`config.mk`:
```
export PLATFORM = sky130hd
export DESIGN_NAME = rice_block_scheduler
export DESIGN_NICKNAME = d
export VERILOG_FILES = /design/src/rtl/rice_block_scheduler.sv
export SDC_FILE = /design/constraint.sdc
export NUM_CORES = 1
export LEC_CHECK = 0
export CORE_MARGIN = 5
export CORE_UTILIZATION = 50
export CTS_CLUSTER_SIZE = 30
export DETAILED_ROUTE_END_ITERATION = 10
export MAX_ROUTING_LAYER = met4
export PLACE_DENSITY = 0.8
export SYNTH_ARGS = -nofsm -noshare
export SYNTH_HDL_FRONTEND = slang
export SYNTH_SLANG_ARGS = --single-unit
```
`constraint.sdc`:
```
create_clock -name clk -period 3.1 [get_ports clk]
set_input_delay 0.31 -clock clk [delete_from_list [all_inputs] [get_ports clk]]
set_output_delay 0.31 -clock clk [all_outputs]
set_load 0.01 [all_outputs]
```
`src/rtl/rice_block_scheduler.sv`:
```
// rtl/rice_block_scheduler.sv - fetches sample blocks, picks the block mode and hands each block to the Rice encoder
module rice_block_scheduler #(
    parameter int W           = 8,
    parameter int N           = 16,
    parameter int LOGN        = 4,
    parameter int D           = 8,
    parameter int LOGD        = 3,
    parameter int AW          = 8,
    parameter int MODE_THRESH = 64
) (
    input  logic                 clk,
    input  logic                 rst,
    input  logic                 go,
    input  logic [AW-1:0]        base_addr,
    input  logic                 mode_auto,
    input  logic                 mode_cfg,
    output logic                 mem_rd_en,
    output logic [AW-1:0]        mem_addr,
    input  logic [W:0]           mem_rd_data,
    output logic                 enc_start,
    output logic                 enc_mode,
    output logic [N*(W+1)-1:0]   enc_data,
    input  logic                 enc_start_ack,
    input  logic                 enc_all_done,
    output logic                 busy,
    output logic [LOGD:0]        blocks_issued,
    output logic                 img_done
);

    typedef enum logic [2:0] {
        IDLE     = 3'd0,
        FETCH    = 3'd1,
        ISSUE    = 3'd2,
        WAIT_ENC = 3'd3,
        DONE     = 3'd4
    } state_t;

    state_t              state, state_nx;
    logic [AW-1:0]       rd_ptr;
    logic [LOGN:0]       fetch_cnt;
    logic [W+LOGN-1:0]   acc;
    logic [W+LOGN-1:0]   sum_final;
    logic [W:0]          stage [N];
    logic                mode_r;
    logic [LOGD:0]       issued;
    logic [LOGD:0]       issued_inc;
    logic                busy_r;
    logic                done_r;
    logic                rd_phase;
    logic                last_cap;
    logic [LOGN-1:0]     cap_idx;

    // Reads occupy fetch cycles 0..N-1; each word lands one cycle later, so cycle N captures the last one.
    assign rd_phase   = (state == FETCH) && (fetch_cnt < (LOGN+1)'(N));
    assign last_cap   = (state == FETCH) && (fetch_cnt == (LOGN+1)'(N));
    assign cap_idx    = fetch_cnt[LOGN-1:0] - LOGN'(1);
    assign sum_final  = acc + {{LOGN{1'b0}}, mem_rd_data[W-1:0]};
    assign issued_inc = issued + (LOGD+1)'(1);

    assign mem_rd_en     = rd_phase;
    assign mem_addr      = rd_phase ? rd_ptr : '0;
    assign enc_start     = (state == ISSUE);
    assign enc_mode      = mode_r;
    assign busy          = busy_r;
    assign blocks_issued = issued;
    assign img_done      = done_r;

    always_comb begin
        enc_data = '0;
        for (int i = 0; i < N; i++) begin
            enc_data[(N-1-i)*(W+1) +: (W+1)] = stage[i];
        end
    end

    always_ff @(posedge clk) begin
        if (!rst) begin
            state <= IDLE;
        end else begin
            state <= state_nx;
        end
    end

    always_comb begin
        state_nx = state;
        case (state)
            IDLE: begin
                if (go) state_nx = FETCH;
            end
            FETCH: begin
                if (last_cap) state_nx = ISSUE;
            end
            ISSUE: begin
                if (enc_start_ack) begin
                    state_nx = (issued_inc == (LOGD+1)'(D)) ? WAIT_ENC : FETCH;
                end
            end
            WAIT_ENC: begin
                if (enc_all_done) state_nx = DONE;
            end
            DONE: begin
                state_nx = IDLE;
            end
            default: state_nx = IDLE;
        endcase
    end

    always_ff @(posedge clk) begin
        if (!rst) begin
            rd_ptr    <= '0;
            fetch_cnt <= '0;
            acc       <= '0;
            mode_r    <= 1'b0;
            issued    <= '0;
            busy_r    <= 1'b0;
            done_r    <= 1'b0;
            for (int i = 0; i < N; i++) begin
                stage[i] <= '0;
            end
        end else begin
            case (state)
                IDLE: begin
                    if (go) begin
                        rd_ptr    <= base_addr;
                        issued    <= '0;
                        done_r    <= 1'b0;
                        busy_r    <= 1'b1;
                        fetch_cnt <= '0;
                        acc       <= '0;
                    end
                end
                FETCH: begin
                    if (rd_phase) begin
                        rd_ptr <= rd_ptr + AW'(1);
                    end
                    if (fetch_cnt != '0) begin
                        stage[cap_idx] <= mem_rd_data;
                        acc            <= sum_final;
                    end
                    if (last_cap) begin
                        fetch_cnt <= '0;
                        mode_r    <= mode_auto ? (sum_final >= (W+LOGN)'(MODE_THRESH)) : mode_cfg;
                    end else begin
                        fetch_cnt <= fetch_cnt + (LOGN+1)'(1);
                    end
                end
                ISSUE: begin
                    // Staging may be refilled right away: the encoder latched it on this accepting edge.
                    if (enc_start_ack) begin
                        issued <= issued_inc;
                        acc    <= '0;
                    end
                end
                WAIT_ENC: begin
                end
                DONE: begin
                    done_r <= 1'b1;
                    busy_r <= 1'b0;
                end
                default: begin
                end
            endcase
        end
    end

endmodule

```
==> impl_metrics.tcl, run 1 <==
set metrics [dict create \
    power_mw 5.67 \
    setup_tns_ns 0 \
    drv_cap 0 \
    cts.htree.levels 4 \
    die_y_um 136 \
    leakage_nw 4.05 \
    outcome "finished, final reports clean" \
    final.min_clock_period_ns 2.78 \
    initial_utilization_pct 50.2 \
    ys_seq_elements 179 \
    post_cts.repair.setup_buffers 0 \
    peakVddDrop_mv 0.431 \
    cp.arrival_ns 2.82 \
    cp_slowest_stage_delay_ns 1.00 \
    syn-cell-area_um2 7890 \
    port_buffers 184 \
    synthArstFlopShare_pct 0 \
    grt.total_usage_pct 23.2 \
    globalplace.congestion 0.890 \
    first_pass_iters 5 \
    yosysSeqAreaShare_pct 63.7 \
    synthFlopType "edfxtp_1" \
    tightestPinTransition_ns 1.26 \
    dieArea_um2 18400 \
    wl_um 20500 \
    setup_viol_count_final 0 \
    synth_area_leader_cell "edfxtp_1" \
    cts_made_buffers 17 \
    antenna_found_initial 0 \
    cts_hold_buf 0 \
    skew_ns 0.00889 \
    hold_path_depth 3 \
    cts_resized 0 \
    synth_warnings 0 \
    drc_errors 0 \
    netlist_instances 629 \
    period_share_pct 89.6 \
    end_kind "flip-flop" \
    layout-drive-gt1-share_pct 9.96 \
    path_cells "inv_1 > ha_1 > buf_4 > o31a_1 > o21ai_0" \
    hold_class "in2reg" \
    synth_top_cells_by_count "146 x and2_1, 144 x edfxtp_1, 39 x nor2_1" \
    grt_pass1_vias 5611 \
    globalRouteOverflowTotal 0 \
    clock_latency_ns 0.43 \
    post-dp-hpwl_um 14800 \
    maxSlewViolCount 0 \
    reg2reg_depth 5 \
    powerDensity_nw_per_um2 530 \
    fmax_mhz 360 \
    die_width_um 136 \
    syn2layout_area_growth_pct 35.7 \
    num_rows 46 \
    grt_max_degree 23 \
    startpoint_type "flip-flop" \
    yosys-top-cells-area "edfxtp_1 55%, and2_1 12%, dfxtp_1 8.9%" \
    crit_path_max_fanout 9 \
    clk_pin_slew_ns 0.06 \
    synth_nets 671 \
    avgSynthCellArea_um2 12.5 \
    coreArea_um2 15700 \
    clock-sinks 179 \
    cts_tree "done" \
    synth_edf_count 144 \
    grt_pass1_wl_um 31100 \
    rsz0062_at_grt "no" \
    routedWlPerCell_um 19.4 \
    slew_headroom_pct 14.9 \
    vias_per_cell 5.38 \
    num_vias 5693 \
    num-nets-final 872 \
    synth_cell_types 60 \
    cts-root-buf "clkbuf_16" \
    netlist.area_leader.share_pct 54.8 \
    cp_data_required_time_ns 3.14 \
    path_class "reg2reg" \
    slowest_stage "o21ai_0" \
    cts_buffer_depth 2 \
    drt_first_iter_violations 458 \
    antenna_cells 0 \
    yosysMostFrequentCell "and2_1" \
    hold_viol_final 0 \
    final_antenna_net_count 0 \
    fillers 1089 \
    ios 185 \
]
-- metrics by stage --
| stage | area, um^2 | setup WS, ns | utilization (%) | std cells | hold WS, ns |
|---|---|---|---|---|---|
| 3_3_place_gp | 10100 | 0.400 | 64.0 | 1026 | 0.469 |
| 5_1_grt | 10700 | 0.0415 | 68.1 | 1059 | 0.467 |
| 4_1_cts | 10700 | 0.206 | 68.1 | 1058 | 0.453 |
| 2_1_floorplan | 7890 | 0.579 | - | 629 | 0.462 |
| 3_5_place_dp | 10100 | 0.242 | 64.0 | 1026 | 0.483 |
| 6_report | 10700 | 0.324 | 68.1 | 1059 | 0.460 |
-- worst max-delay path: cells and delay by family, from the launching register on --
family | cells | cell delay, ns
AO/OA/AOI/OAI | 2 | 1.39
adder cells (fa/ha/maj) | 1 | 0.22
buffers and inverters | 2 | 0.31
flip-flops | 1 | 0.47
-- where the power goes --
| part | leakage, nW | total, mW | internal, mW | switching [mW] |
|---|---|---|---|---|
| logic | 1.97 | 0.618 | 0.273 | 0.345 |
| registers | 1.77 | 2.73 | 2.68 | 0.0526 |
| clock network | 0.309 | 2.33 | 1.43 | 0.891 |
| total | 4.05 | 5.67 | 4.39 | 1.29 |
-- cells in the final DEF, fill, tap and decap left out, drive strengths merged, types with 4 or more instances in the layout --
| master | netlist | routed |
|---|---|---|
| clkdlybuf4s50 | 0 | 184 |
| and2 | 146 | 146 |
| edfxtp | 144 | 144 |
| nor2 | 53 | 53 |
| o21ai | 37 | 37 |
| dfxtp | 35 | 35 |
| nand2 | 26 | 26 |
| buf | 10 | 23 |
| clkbuf | 16 | 21 |
| a21oi | 19 | 19 |
| ha | 17 | 17 |
| a22oi | 16 | 16 |
| nand3 | 12 | 12 |
| and3 | 11 | 11 |
| inv | 7 | 9 |
| xnor2 | 7 | 7 |
| a211oi | 6 | 6 |
| nor3 | 6 | 6 |
| bufinv | 0 | 5 |
| mux2i | 5 | 5 |
| nand2b | 5 | 5 |
| clkinv | 1 | 5 |
| o31ai | 4 | 4 |
| xor2 | 4 | 4 |
-- layout make-up --
| class | instances | area, um^2 | area share (%) |
|---|---|---|---|
| inverter | 8 | 30.0 | 0.280 |
| clock buffer | 20 | 437 | 4.08 |
| sequential | 179 | 5020 | 46.9 |
| multi-input combinational | 416 | 2720 | 25.4 |
| timing repair buffer | 208 | 2020 | 18.9 |
| tap | 216 | 270 | 2.52 |
| clock inverter | 12 | 203 | 1.89 |
-- metal layers --
metal	routed length, um	vias to the layer above	GRT usage [%]
li1	-	2646	-
met1	8120	2770	27.5
met2	10600	245	39.9
met3	1370	32	4.27
met4	393	0	7.84
met5	0	-	-
-- path summary, 6_finish.rpt --
path,to,start,slack [ns]
hold / removal,rd_ptr[0],base_addr[0],0.46
setup reg to reg,stage[8][3],fetch_cnt[1],0.32
hold reg to reg,img_done,img_done,0.48
setup / recovery,stage[8][3],fetch_cnt[1],0.32
-- cells by family after synthesis --
logic type | count (synthesis) | share of synthesized area (%)
mux | 5 | 0.951
simple gates | 275 | 20.5
buf+inv | 34 | 1.85
compound gates | 107 | 8.81
xor+xnor | 11 | 1.22
flops | 179 | 63.7
fa+ha+maj | 18 | 2.95
-- sequential cells by signal (all words and copies together) (netlist names) --
register       count
acc               12
blocks_issued      4
busy               1
enc_mode           1
fetch_cnt          5
img_done           1
rd_ptr             8
stage            144
state              3
Power figures use the tool's default switching activity.
==> inputs of run 2 (changes only) <==
Settings changed: PLACE_DENSITY 0.8 to 0.81, SLEW_MARGIN set to 40.
==> impl_metrics.tcl, run 2 (synthesized netlist as in run 1, its figures left out) <==
set metrics [dict create \
    num_vias 5599 \
    maxSlewViolCount 0 \
    crit_path_max_fanout 18 \
    drt_first_iter_violations 360 \
    antenna_found_initial 0 \
    grt_max_degree 23 \
    fmax_mhz 372 \
    cts_hold_buf 0 \
    routedWlPerCell_um 18.6 \
    cts_buffer_depth 2 \
    powerDensity_nw_per_um2 517 \
    cp.arrival_ns 2.38 \
    coreArea_um2 15700 \
    final_antenna_net_count 0 \
    wl_um 19800 \
    layout-drive-gt1-share_pct 10.7 \
    r2r_end "stage[10][3]" \
    final_util_pct 68.2 \
    drc_errors 0 \
    dieArea_um2 18400 \
    clk_pin_slew_ns 0.06 \
    rsz0062_at_grt "no" \
    syn2layout_area_growth_pct 35.8 \
    grt_pass1_wl_um 30100 \
    grt.total_usage_pct 22.3 \
    cts_made_buffers 17 \
    antenna_cells 0 \
    grt_pass1_vias 5447 \
    post-dp-hpwl_um 14400 \
    globalRouteOverflowTotal 0 \
    peakVddDrop_mv 0.436 \
    hold_viol_final 0 \
    cp_data_required_time_ns 2.79 \
    vias_per_cell 5.27 \
    whs_ns 0.455 \
    num_rows 46 \
    final.min_clock_period_ns 2.69 \
    tightestPinTransition_ns 0.851 \
    timing.rr.start "fetch_cnt[1]" \
    cp-startpoint "state[0]" \
    layout_common_cells "184 x clkdlybuf4s50_1, 146 x and2_1, 144 x edfxtp_1" \
    drv_cap 0 \
    cts_resized 0 \
    globalplace.congestion 0.899 \
    slew_headroom_pct 43.1 \
    die_width_um 136 \
    path_class "reg2out" \
    hold_path_depth 3 \
    leakage_nw 4.05 \
    power_mw 5.55 \
    hold_end "rd_ptr[0]" \
    period_share_pct 86.7 \
    cts.htree.levels 4 \
    place_area_um2 10100 \
    cts-root-buf "clkbuf_16" \
    ios 185 \
    die_y_um 136 \
    startpoint_type "flip-flop" \
    reg2reg_depth 5 \
    cts_tree "done" \
    port_buffers 184 \
    end_kind "output port" \
    initial_utilization_pct 50.2 \
    largest_register_ffs 144 \
    clock_latency_ns 0.43 \
    setup_tns_ns 0 \
    outcome "finished, final reports clean" \
    post_cts.repair.setup_buffers 0 \
    reg2reg_slack_ns 0.61 \
    skew_ns 0.00716 \
    clock-sinks 179 \
    largestRegisters "stage: 144 flops, acc: 12 flops, rd_ptr: 8 flops" \
    num-nets-final 876 \
    layout_commonest_cell "clkdlybuf4s50_1" \
    first_pass_iters 5 \
    fin_area_um2 10700 \
    min_from "base_addr[0]" \
    hold_class "in2reg" \
    setup_viol_count_final 0 \
    regMostFlops "stage" \
]
## run 2: cell types whose count changed in the layout (fill, tap and decap cells not counted), moves of 2 or more
cell / before / now
buf_4: 23 / 28
clkbuf_1: 3 / 1
bufinv_16: 5 / 3
inv_8: 0 / 2
o21ai_1: 4 / 9
o21ai_2: 2 / 4
o21ai_0: 31 / 24
## run 2: worst max path at each step
stage,slack [ns],endpoint
after global placement,0.44,stage[11][2]
after CTS,0.41,mem_addr[5]
final,0.41,mem_addr[5]
after detailed placement,0.45,enc_mode
after floorplan,0.58,stage[8][0]
after global routing,0.24,mem_addr[2]
## run 2: power breakdown
| part | total (mW) | internal (mW) | switching, mW |
|---|---|---|---|
| clock network | 2.20 | 1.28 | 0.920 |
| logic | 0.621 | 0.279 | 0.342 |
| registers | 2.73 | 2.68 | 0.0504 |
## run 2: worst max-delay path: stages, from the launching register on
cell and delay, ns:
dfxtp_1 0.54, nand2b_4 0.10, nor2_2 0.50, and3_1 0.26, clkdlybuf4s50_1 0.55
## run 2: routing by layer
layer	up-vias	wire [um]	track usage [%]	share of wire, %
li1	2656	-	-	-
met1	2699	7910	26.8	40
met2	215	10200	38.4	52
met3	29	1340	4.72	6.8
met4	0	305	5.66	1.5
met5	-	0	-	0
## run 2: metrics by stage
stage	std cells	worst slack, ns
after floorplan	629	0.579
after global placement	1031	0.436
after detailed placement	1031	0.450
after CTS	1063	0.406
after global routing	1063	0.237
final	1063	0.411
## run 2: area by class of cell
class	count	area, um^2
Clock buffer	18	429
Clock inverter	14	176
Fill cell	1110	4990
Inverter	8	30.0
Multi-Input combinational cell	416	2740
Sequential cell	179	5020
Tap cell	216	270
Timing Repair Buffer	212	2050
